<file path="src/rtl/tag_free_alloc.sv">
// tag_free_alloc: 32-entry tag allocator; free bitmap feeds a registered highest-index-wins pick.
// Optional same-cycle free-to-grant bypass enabled by defining TAG_FREE_ALLOC_BYPASS_EN.
module tag_free_alloc #(
    parameter logic [31:0] RESV_MASK = 32'h0000_0000
) (
    input  logic       clk,
    input  logic       rst_n,
    input  logic       alloc_req,
    output logic       alloc_gnt,
    output logic [4:0] alloc_tag,
    input  logic       free_valid,
    input  logic [4:0] free_tag,
    output logic       empty,
    output logic [5:0] free_cnt,
    output logic       dbl_free_err
);

    function automatic logic [4:0] f_prio(input logic [31:0] m);
        f_prio = 5'd0;
        for (int i = 0; i < 32; i++) begin
            if (m[i]) f_prio = 5'(i);
        end
    endfunction

    function automatic logic [5:0] f_pop(input logic [31:0] m);
        f_pop = 6'd0;
        for (int i = 0; i < 32; i++) begin
            f_pop = f_pop + 6'(m[i]);
        end
    endfunction

    localparam logic [31:0] L_RST_MAP = ~RESV_MASK;
    localparam logic [4:0]  L_RST_TAG = f_prio(L_RST_MAP);
    localparam logic [5:0]  L_RST_CNT = f_pop(L_RST_MAP);
    localparam logic        L_RST_VLD = (L_RST_MAP != 32'h0);

    logic [31:0] r_free_map;
    logic [4:0]  r_next_tag;
    logic        r_next_vld;
    logic [5:0]  r_free_cnt;
    logic        r_err;

    logic        w_legal;
    logic        w_take;
    logic        w_byp;
    logic        w_set;
    logic [31:0] w_map_n;
    logic [5:0]  w_cnt_n;

    // A free is legal only for a tag that is currently out and not reserved.
    assign w_legal = free_valid & ~r_free_map[free_tag] & ~RESV_MASK[free_tag];
    assign w_take  = alloc_req & r_next_vld;

`ifdef TAG_FREE_ALLOC_BYPASS_EN
    assign w_byp = alloc_req & ~r_next_vld & w_legal;
`else
    assign w_byp = 1'b0;
`endif

    // A bypassed tag goes straight back out, so it never lands in the map.
    assign w_set     = w_legal & ~w_byp;
    assign alloc_gnt = w_take | w_byp;
    assign alloc_tag = w_byp ? free_tag : r_next_tag;
    assign empty     = ~r_next_vld;
    assign free_cnt  = r_free_cnt;
    assign dbl_free_err = r_err;

    always_comb begin
        w_map_n = r_free_map;
        if (w_take) w_map_n[r_next_tag] = 1'b0;
        if (w_set)  w_map_n[free_tag]   = 1'b1;
        w_cnt_n = r_free_cnt - {5'd0, w_take} + {5'd0, w_set};
    end

    always_ff @(posedge clk or negedge rst_n) begin
        if (!rst_n) begin
            r_free_map <= L_RST_MAP;
            r_next_tag <= L_RST_TAG;
            r_next_vld <= L_RST_VLD;
            r_free_cnt <= L_RST_CNT;
            r_err      <= 1'b0;
        end else begin
            r_free_map <= w_map_n;
            r_next_tag <= f_prio(w_map_n);
            r_next_vld <= |w_map_n;
            r_free_cnt <= w_cnt_n;
            r_err      <= r_err | (free_valid & ~w_legal);
        end
    end

endmodule

</file>
<file path="config.mk">
export PLATFORM = sky130hd
export DESIGN_NAME = tag_free_alloc
export DESIGN_NICKNAME = d
export VERILOG_FILES = /design/src/rtl/tag_free_alloc.sv
export SDC_FILE = /design/constraint.sdc
export NUM_CORES = 1
export LEC_CHECK = 0
export ABC_CLOCK_PERIOD_IN_PS = 4300
export BUFFER_PORTS_ARGS = -buffer_cell sky130_fd_sc_hd__buf_2
export CELL_PAD_IN_SITES_DETAIL_PLACEMENT = 0
export CELL_PAD_IN_SITES_GLOBAL_PLACEMENT = 1
export CORE_MARGIN = 2
export CORE_UTILIZATION = 30
export CTS_CLUSTER_SIZE = 40
export DETAILED_ROUTE_END_ITERATION = 10
export PLACE_DENSITY = 0.52
export SLEW_MARGIN = 40
export SYNTH_ARGS = -nofsm -noshare
export SYNTH_HDL_FRONTEND = slang
export SYNTH_SLANG_ARGS = --single-unit
</file>
<file path="constraint.sdc">
create_clock -name clk -period 4.3 [get_ports clk]
set_input_delay 0.86 -clock clk [delete_from_list [all_inputs] [get_ports clk]]
set_output_delay 0.86 -clock clk [all_outputs]
set_load 0.05 [all_outputs]
</file>
== After elaboration in Yosys (flattened, before gate mapping) ==
Memories as Yosys holds them, arrays and structs flattened.
Index checks and enable logic that the tools add are counted.
Operators by class
  $add $sub $neg: 2
  $mul: 0
  div/mod/pow operators: 0
  magnitude comparators: 4
  equality and inequality tests: 0
  shifts and indexed selects: 0
  mux-type cells: 40
  bitwise gates (word level): 12
  reductions and logical operators: 3
Operators by type and width (number)
  2-to-1 mux 5 bit: 28
  2-to-1 mux 32 bit: 2
  bitwise AND 32 bit: 1
  NOT 32 bit: 1
  bitwise OR 32 bit: 1
  OR reduction 32 bit: 1
  < comparator 5 x 6 -> 1 bit (second input constant): 2
  demux 1 bit (select 5 bit): 2
  >= comparator 5 x 1 -> 1 bit (second input constant): 2
  adder 6 x 1 -> 6 bit: 1
  subtractor 6 x 1 -> 6 bit: 1
  binary-select mux 1 bit (select 5 bit): 1
  2-to-1 mux 1 bit: 5
  bitwise AND 1 bit: 4
  2-to-1 mux 2 bit: 2
  NOT 1 bit: 4
  logical AND 1 bit: 2
  bitwise OR 1 bit: 1
Storage, ports and cells
  bits in registers: 45
  bits in latches: 0
  RAM bits: 0
  ROM bits: 32
  input bits: 9
  output and inout bits: 14
  logic and storage cells: 67
  memories: 1
Memories
  (name not given): depth 32, bits a word 1, rd ports 1, clocked after memory_dff 0, write ports 0, RTL line 51  | assign w_legal = free_valid & ~r_free_map[free_tag] & ~RESV_MASK[free_tag];

== Logic depth before layout (Yosys ltp) ==
Gate-level depths: netlist (run 1).
  depth in word-level cells: 40
  mapped depth: 17
  mapped depth without buffers: 14

== Least setup slack after synthesis (run 1) ==
OpenSTA, ideal clock, no wires.
  path type: input-to-reg
  start: input free_tag[1]
  end: register r_free_cnt[4] (netlist: free_cnt[4])
  arrival time: 3553 ps
  required time: 4177 ps
  path slack: 625 ps
  stages on the path: 16
  cells stage by stage: buf_6 -> mux2_4 -> a221o_1 -> a21oi_2 -> and4_4 -> buf_6 -> inv_4 -> ha_1 -> inv_1 -> ha_1 -> inv_1 -> fa_1 -> inv_1 -> a21o_1 -> a21oi_1 -> xnor2_1
Between the ends
  cells in the longest elaborated chain, start to end: 6
  elaborated cells between the ends (all ways): 9
  classes of those cells: add/sub: 1; mux: 3; bitwise: 4; memory: 1
Ends and longest elaborated chain
  from (decl): RTL line 12  | input logic [4:0] free_tag,
  binary-select mux 1 bit (select 5 bit): RTL line 51
  2-to-1 mux 1 bit (implied by the code): RTL line 51
  NOT 1 bit: RTL line 51
  bitwise AND 1 bit: RTL line 51
  bitwise AND 1 bit (*): RTL line 51
  adder 6 x 1 -> 6 bit (*): RTL line 72  | w_cnt_n = r_free_cnt - {5'd0, w_take} + {5'd0, w_set};
  named net w_cnt_n[4]: RTL line 48  | logic [5:0] w_cnt_n;
  to (signal assigned): RTL line 86  | r_free_cnt <= w_cnt_n;
  to (decl): RTL line 40  | logic [5:0] r_free_cnt;
The timed path passes the listed nets; every way through them passes the cells marked *. The select of a mux whose other input is x is not followed.

== Worst setup path after layout (run 1) ==
Ends and elaborated chain as after synthesis.

==> flow_summary.toml, run 1 <==
[yosys]
yosysWarnings = 0
synth_top_area_share_pct = 33.4
async_reset_ff_share_pct = 100
yosysUniqueCellTypes = 77
ys_seq_area_share_pct = 38.3
ys_ff_latch = 45
synthFlopType = "dfstp_2"
synth_area_leaders = "dfstp_2, o21ai_0, dfrtp_1, mux2i_1, inv_1"
avgSynthCellArea_sq_um = 9.40
yosysTopAreaCell = "dfstp_2"
synth-edff-count = 0
syn-num-nets = 342
syn_area_sq_mm = 0.00306
netlist_instances = 326

[placement]
post-place-ws_ns = 0.237
gp_congestion = 0.941
dp_hpwl_um = 7600
io_buffers = 22

[clocking]
cts_root_buffer = "clkbuf_8"
cts_hold_buffers = 0
clockBufferDepth = 2
clkTransAtPathRegs_ns = 0.09
postCtsSetupBuffers = 0
cts_tree = "done"
post_cts_resized = 0
cts_buffers = 5
clock-sinks = 45
clock_latency_ns = 0.31
cts_max_level = 2

[worst_setup_path]
reg2reg_depth = 14
end_kind = "register"
max_stage_delay_ns = 0.39
critical-path-slowest-cell = "fa_1"
worst-endpoint-required_ns = 4.49
crit_path_max_fanout = 16
criticalPathCategory = "primary input to register"
rrSetupSlack_ns = 1.09
reg2reg_from = "r_free_map[19]$_DFF_PN1_"
crit_start = "free_tag[1]"
crit_chain = "buf_2, buf_4, mux2i_1, o22ai_1, o31ai_1, and4_4, inv_4, ha_1, inv_1, ha_1, inv_1, fa_1, inv_1, a21o_1, a21oi_1, xnor2_1"
cpMostUsedCell = "inv_1"
worstSetupStartpointType = "primary input"
cp.arrival_ns = 4.00
r2r-end = "free_cnt[4]$_DFF_PN0_"

[drt]
ant_nets = 0
drcViolationCount = 0
viasPerCell = 5.75
wl_met3_um = 374
routedWlPerCell_um = 20.4
met1_length_um = 4900
wl_met2_um = 4630
dr.pass1.iters = 5
highest_layer = "met4"
routed_wl_um = 10100
drt_first_iter_violations = 194
vias = 2829

[final_layout]
syn2layout_area_growth_pct = 14.3
diodes = 0
nets = 374
mostFrequentLayoutCell = "o21ai_0"
layout_common_cells = "o21ai_0, dfstp_2, buf_2"
drive_gt1_share_pct = 29.2
utilization_pct = 35.5

[floorplan]
die_height_um = 105
fp-row-count = 36
core-area_sq_mm = 0.00986
io_pins = 23
start_util_pct = 31.1
dieArea_sq_mm = 0.0110
die_w_um = 105

[power]
leakage_uw = 0.00140
design_power_total_uw = 2600
power.density_mw_per_mm2 = 743
ir_drop_v = 0.000247

[hold_path]
whs_path_depth = 1
hp-start = "dbl_free_err$_DFF_PN0_"
holdPathEnd = "dbl_free_err$_DFF_PN0_"
min_path_type = "register to register"

[global_routing]
grt_pass1_vias = 2764
grt_max_degree = 46
grt_overflow = 0
antenna_found_initial = 0
grtUsageTotal_pct = 18.9
grt_pass1_wl_um = 15900

[sta]
fmax_mhz = 263
fin_ws_ns = 0.496
period_share_pct = 88.5
fin_crit_ns = 3.80
drv_slew = 0
slew_headroom_pct = 61.0
skew_ns = 0.0124
tns_ns = 0
rsz0062_at_grt = "no"
hold_viol_final = 0
worstMarginPinSlew_ns = 0.582
setup_violations = 0
hold_ws_ns = 0.479

[run]
maxCapViolations = 0

[outcome]
outcome = "finished, final reports clean"
[synthesized netlist by cell type, types with 6 or more instances]
cell type and number:
inv_1 21, a21oi_1 11, dfstp_2 39, mux2i_1 10
nand3b_1 7, o21ai_1 7, buf_2 6, dfrtp_1 6
o31ai_1 10, nand2_1 20, nor3_1 6, o21ai_0 48
nand3_1 6, ha_1 6, nor2_1 15
[per-stage QoR]
step	cells	area, sq um
final	492	3500
after global routing	492	3500
after CTS	492	3500
after detailed placement	484	3390
after global placement	484	3390
after floorplan	326	3060
[routing by layer]
metal	vias to the layer above	global-route usage, %
li1	1297	-
met4	0	5.33
met5	-	0
met3	15	3.18
met2	92	28.8
met1	1425	27.3
[state kept, by name, indices dropped and copies added (netlist names)]
| name | cells |
|---|---|
| r_free_map | 32 |
| dbl_free_err | 1 |
| free_cnt | 6 |
| alloc_tag | 5 |
| r_next_vld | 1 |
[worst max-delay path, delay by kind of cell]
kind	cells	cell delay, ns
compound gates	4	0.68
xor+xnor	1	0.12
fa+ha+maj	3	0.82
buf+inv	6	0.88
mux	1	0.25
simple gates	1	0.36
[final cells by class]
cell class / count / area, sq um
clock buffers: 7 / 108
clock inverters: 1 / 7.51
fillers: 1013 / 6360
inverters: 22 / 85.1
multi-input cells: 247 / 1740
flip-flops and latches: 45 / 1170
well taps: 133 / 166
repair buffers: 37 / 223
[where the power goes]
part	switching (uW)	internal (uW)	leakage, uW
logic	905	530	0.000867
clock network	157	166	0.0000556
registers	126	716	0.000475
[kinds of logic (layout without fill, tap and decap cells)]
| kind of cell | after synthesis | count (layout) | synth area share [%] |
|---|---|---|---|
| fa+ha+maj | 7 | 7 | 3.10 |
| compound gates | 123 | 123 | 27.0 |
| simple gates | 98 | 98 | 19.5 |
| mux | 14 | 14 | 5.59 |
| flops | 45 | 45 | 38.3 |
| xor+xnor | 5 | 5 | 1.43 |
| buf+inv | 34 | 67 | 4.98 |
[how the worst max path moves through the flow]
| stage | endpoint | cells after the start |
|---|---|---|
| 5_1_grt | free_cnt[4]$_DFF_PN0_ | 16 |
| 6_report | free_cnt[4]$_DFF_PN0_ | 16 |
| 4_1_cts | free_cnt[4]$_DFF_PN0_ | 16 |
| 2_1_floorplan | free_cnt[4]$_DFF_PN0_ | 16 |
| 3_5_place_dp | free_cnt[4]$_DFF_PN0_ | 16 |
| 3_3_place_gp | free_cnt[4]$_DFF_PN0_ | 16 |
Power figures use the tool's default switching activity.
==> inputs of run 2 (changes only) <==
--- a/config.mk
+++ b/config.mk
@@ -5,7 +5,6 @@
 export SDC_FILE = /design/constraint.sdc
 export NUM_CORES = 1
 export LEC_CHECK = 0
-export ABC_CLOCK_PERIOD_IN_PS = 4300
 export BUFFER_PORTS_ARGS = -buffer_cell sky130_fd_sc_hd__buf_2
 export CELL_PAD_IN_SITES_DETAIL_PLACEMENT = 0
 export CELL_PAD_IN_SITES_GLOBAL_PLACEMENT = 1
@@ -13,7 +12,7 @@
 export CORE_UTILIZATION = 30
 export CTS_CLUSTER_SIZE = 40
 export DETAILED_ROUTE_END_ITERATION = 10
-export PLACE_DENSITY = 0.52
+export PLACE_DENSITY = 0.57
 export SLEW_MARGIN = 40
 export SYNTH_ARGS = -nofsm -noshare
 export SYNTH_HDL_FRONTEND = slang
==> flow_summary.toml, run 2 (synthesis gave the netlist of run 1 again) <==
[sta]
fin_crit_ns = 3.73
rsz0062_at_grt = "no"
worstMarginPinSlew_ns = 0.755
setup_violations = 0
drv_slew = 0
period_share_pct = 86.8
fmax_mhz = 268
tns_ns = 0
slew_headroom_pct = 49.5
hold_viol_final = 0
skew_ns = 0.0121
fin_ws_ns = 0.568

[worst_setup_path]
crit_cells = 10
crit_start = "free_tag[1]"
reg2reg_from = "r_free_map[18]$_DFF_PN1_"
max_stage_delay_ns = 0.64
r2r-end = "free_cnt[4]$_DFF_PN0_"
criticalPathCategory = "primary input to register"
crit_chain = "buf_2, buf_4, mux2i_1, o22ai_1, or4b_1, or4_4, o21a_1, a211o_1, a31oi_1, o31ai_1"
reg2reg_depth = 14
cpLargestDelayFamily = "simple AND/OR/NAND/NOR gates"
critPathCapture = "alloc_tag[0]$_DFF_PN1_"
critical-path-slowest-cell = "or4b_1"
critPathBufInv = 2
crit_path_max_fanout = 9
end_kind = "register"
worstSetupStartpointType = "primary input"
cp.arrival_ns = 3.96
worst-endpoint-required_ns = 4.52
rrSetupSlack_ns = 1.06

[final_layout]
layout_common_cells = "o21ai_0, dfstp_2, inv_1, buf_2, nand2_1"
design_area_sq_mm = 0.00347
utilization_pct = 35.2
largest_reg_flops = 32
nets = 372
drive_gt1_share_pct = 28.9
mostFrequentLayoutCell = "o21ai_0"
syn2layout_area_growth_pct = 13.2
diodes = 0
top_register = "r_free_map"
final_cells = 490

[drt]
dr.pass1.iters = 5
ant_nets = 0
vias = 2816
drcViolationCount = 0
routed_wl_um = 10400
drt_first_iter_violations = 213
viasPerCell = 5.75
routedWlPerCell_um = 21.2

[power]
power_frac_clock_pct = 11.2
leakage_uw = 0.00138
p_int_uw = 1360
switching_share_pct = 46.5
ir_drop_v = 0.000253
combPwrFrac_pct = 55.1
power.density_mw_per_mm2 = 735
seq_power_share_pct = 33.8
power.switching_uw = 1190

[global_routing]
grt_max_degree = 46
grt_pass1_wl_um = 16200
grt_overflow = 0
grt_pass1_vias = 2777
grtUsageTotal_pct = 19.3
antenna_found_initial = 0

[floorplan]
die_w_um = 105
io_pins = 23
core-area_sq_mm = 0.00986
start_util_pct = 31.1
die_height_um = 105
fp-row-count = 36
dieArea_sq_mm = 0.0110

[clocking]
post_cts_resized = 0
clkTransAtPathRegs_ns = 0.09
cts_hold_buffers = 0
cts_max_level = 2
cts_buffers = 5
postCtsSetupBuffers = 0
cts_root_buffer = "clkbuf_8"
clock-sinks = 45
cts_tree = "done"
clockBufferDepth = 2
clock_latency_ns = 0.31

[placement]
dp_hpwl_um = 7680
post-place-ws_ns = 0.277
io_buffers = 22
placedCellCount = 482
gp_congestion = 0.892
place_area_sq_mm = 0.00337

[run]
maxCapViolations = 0

[outcome]
outcome = "finished, final reports clean"

[hold_path]
min_path_type = "register to register"
[run 2: changes by cell type in the layout (fill, tap and decap cells not counted)]
cell,change
clkbuf_16,-1
clkinvlp_4,-1
buf_4,-1
buf_2,-1
clkinv_4,+1
clkinv_2,+1
[run 2: per-layer routing]
| layer | global-route usage (%) | part of all wire, % | vias to the layer above |
|---|---|---|---|
| li1 | - | - | 1297 |
| met1 | 27.2 | 47 | 1408 |
| met2 | 30.3 | 45 | 89 |
| met3 | 2.50 | 4.4 | 22 |
| met4 | 6.76 | 3.0 | 0 |
| met5 | 0 | 0 | - |
[run 2: worst min-delay path by stage]
stage | from | end | slack [ns] | cells after the start
after floorplan | r_free_map[2]$_DFF_PN1_ | r_free_map[2]$_DFF_PN1_ | 0.48 | 2
after global placement | dbl_free_err$_DFF_PN0_ | dbl_free_err$_DFF_PN0_ | 0.45 | 1
after detailed placement | dbl_free_err$_DFF_PN0_ | dbl_free_err$_DFF_PN0_ | 0.45 | 1
after CTS | dbl_free_err$_DFF_PN0_ | dbl_free_err$_DFF_PN0_ | 0.48 | 1
after global routing | dbl_free_err$_DFF_PN0_ | dbl_free_err$_DFF_PN0_ | 0.50 | 1
final | dbl_free_err$_DFF_PN0_ | dbl_free_err$_DFF_PN0_ | 0.47 | 1
[run 2: final cells by class]
cell class	instances	area [sq um]
clock buffer	6	82.6
clock inverter	2	13.8
fill	1024	6390
inverter	22	85.1
multi-input combinational	247	1740
sequential	45	1170
tap	133	166
timing repair buffer	35	210
[run 2: power groups by stage]
stage | clock network (uW) | registers, uW | logic (uW)
2_1_floorplan | 0 | 985 | 870
3_3_place_gp | 0 | 863 | 1410
3_5_place_dp | 0 | 866 | 1390
4_1_cts | 301 | 858 | 1390
5_1_grt | 319 | 884 | 1530
6_report | 285 | 860 | 1400
[run 2: per-stage QoR]
stage	hold slack, ns	total power, uW
after floorplan	0.483	1860
after global placement	0.447	2270
after detailed placement	0.451	2250
after CTS	0.478	2550
after global routing	0.504	2730
final	0.466	2550
==> inputs of run 3 (changes only) <==
--- a/config.mk
+++ b/config.mk
@@ -6,13 +6,13 @@
 export NUM_CORES = 1
 export LEC_CHECK = 0
 export BUFFER_PORTS_ARGS = -buffer_cell sky130_fd_sc_hd__buf_2
-export CELL_PAD_IN_SITES_DETAIL_PLACEMENT = 0
-export CELL_PAD_IN_SITES_GLOBAL_PLACEMENT = 1
+export CELL_PAD_IN_SITES_DETAIL_PLACEMENT = 1
+export CELL_PAD_IN_SITES_GLOBAL_PLACEMENT = 2
 export CORE_MARGIN = 2
 export CORE_UTILIZATION = 30
 export CTS_CLUSTER_SIZE = 40
 export DETAILED_ROUTE_END_ITERATION = 10
-export PLACE_DENSITY = 0.57
+export PLACE_DENSITY = 0.67
 export SLEW_MARGIN = 40
 export SYNTH_ARGS = -nofsm -noshare
 export SYNTH_HDL_FRONTEND = slang
==> flow_summary.toml, run 3 (synthesis gave the netlist of run 1 again) <==
[outcome]
outcome = "finished, final reports clean"

[worst_setup_path]
crit_path_max_fanout = 16
critPathCapture = "free_cnt[4]$_DFF_PN0_"
criticalPathCategory = "primary input to register"
crit_start = "free_tag[1]"
r2r-end = "free_cnt[4]$_DFF_PN0_"
worstSetupStartpointType = "primary input"
cp.arrival_ns = 3.92
worst-endpoint-required_ns = 4.50
end_kind = "register"
reg2reg_depth = 14
reg2reg_from = "r_free_map[19]$_DFF_PN1_"
rrSetupSlack_ns = 1.17

[final_layout]
utilization_pct = 35.0
mostFrequentLayoutCell = "o21ai_0"
top_register = "r_free_map"
nets = 370
n_fill_cell = 1143
layout_common_cells = "o21ai_0, dfstp_2, inv_1, buf_2, nand2_1"
largest_reg_flops = 32
diodes = 0
regArea_sq_mm = 0.00117
multiInputGateArea_sq_mm = 0.00174
drive_gt1_share_pct = 28.5
syn2layout_area_growth_pct = 12.6
final_cells = 488

[sta]
hold_ws_ns = 0.480
hold_viol_final = 0
worstMarginPinSlew_ns = 0.621
slew_headroom_pct = 58.0
rsz0062_at_grt = "no"
drv_slew = 0
period_share_pct = 86.5
fin_ws_ns = 0.582
tns_ns = 0
fin_crit_ns = 3.72
fmax_mhz = 269
setup_violations = 0
skew_ns = 0.00957

[placement]
dp_hpwl_um = 8000
io_buffers = 22
placedCellCount = 480
gp_congestion = 0.884
post-place-ws_ns = 0.238

[global_routing]
grt_pass1_vias = 2879
grt_max_degree = 46
grt_pass1_wl_um = 17100
grt_overflow = 0
antenna_found_initial = 0
grtUsageTotal_pct = 20.1

[run]
maxCapViolations = 0

[clocking]
cts_root_buffer = "clkbuf_8"
cts_buffers = 5
cts_max_level = 2
clkTransAtPathRegs_ns = 0.10
cts_tree = "done"
clock_latency_ns = 0.30
cts_hold_buffers = 0
clock-sinks = 45
postCtsSetupBuffers = 0
post_cts_resized = 0
clockBufferDepth = 2

[floorplan]
core-area_sq_mm = 0.00986
die_w_um = 105
io_pins = 23
start_util_pct = 31.1
dieArea_sq_mm = 0.0110
die_height_um = 105
fp-row-count = 36

[drt]
vias = 2823
routed_wl_um = 10600
routedWlPerCell_um = 21.7
drcViolationCount = 0
ant_nets = 0
drt_first_iter_violations = 169
viasPerCell = 5.78
dr.pass1.iters = 4

[hold_path]
min_path_type = "register to register"

[power]
p_int_uw = 1360
power.switching_uw = 1210
seq_power_share_pct = 33.5
power_frac_clock_pct = 10.7
power.density_mw_per_mm2 = 745
leakage_uw = 0.00136
switching_share_pct = 47.2
combPwrFrac_pct = 55.9
ir_drop_v = 0.000235
==> run 3: layer usage <==
metal	vias up	routed length [um]	GRT usage [%]
met4	0	141	6.19
met2	75	4840	29.0
met5	-	0	0
met1	1448	5020	30.7
met3	9	564	2.62
li1	1291	-	-
==> run 3: critical path, cell delays in order <==
cell and delay (ns):
buf_2 0.42, mux2_2 0.41, a221o_1 0.34, a21oi_2 0.18, and4_4 0.32, inv_4 0.05
ha_1 0.27, inv_1 0.06, ha_1 0.16, inv_1 0.05, fa_1 0.40, inv_1 0.08
a21o_1 0.11, a21oi_1 0.08, xnor2_1 0.13
==> run 3: cell type report <==
| class | instances | share of cell area, % |
|---|---|---|
| multi-input combinational | 247 | 50.3 |
| sequential | 45 | 34.1 |
| timing repair buffer | 33 | 5.66 |
| tap | 133 | 4.82 |
| inverter | 22 | 2.47 |
| clock buffer | 5 | 1.99 |
| clock inverter | 3 | 0.653 |
==> run 3: metrics by stage <==
stage	total power, uW	instance area [sq um]
finish	2570	3450
global route	2760	3450
floorplan	1860	3060
detailed placement	2300	3360
CTS	2580	3450
global placement	2300	3360
==> run 3: power groups by stage <==
stage,clock network [uW],logic [uW],registers (uW)
detailed placement,0,1430,872
finish,274,1440,861
CTS,285,1430,865
global placement,0,1430,866
global route,301,1570,887
floorplan,0,870,985
==> run 3: worst min path at each step <==
stage                                    endpoint                    start  slack (ns)  depth (start not counted)
after floorplan           r_free_map[2]$_DFF_PN1_  r_free_map[2]$_DFF_PN1_        0.48                          2
after global placement     dbl_free_err$_DFF_PN0_   dbl_free_err$_DFF_PN0_        0.45                          1
after detailed placement   dbl_free_err$_DFF_PN0_   dbl_free_err$_DFF_PN0_        0.46                          1
after CTS                  dbl_free_err$_DFF_PN0_   dbl_free_err$_DFF_PN0_        0.49                          1
after global routing       dbl_free_err$_DFF_PN0_   dbl_free_err$_DFF_PN0_        0.52                          1
final                      dbl_free_err$_DFF_PN0_   dbl_free_err$_DFF_PN0_        0.48                          1
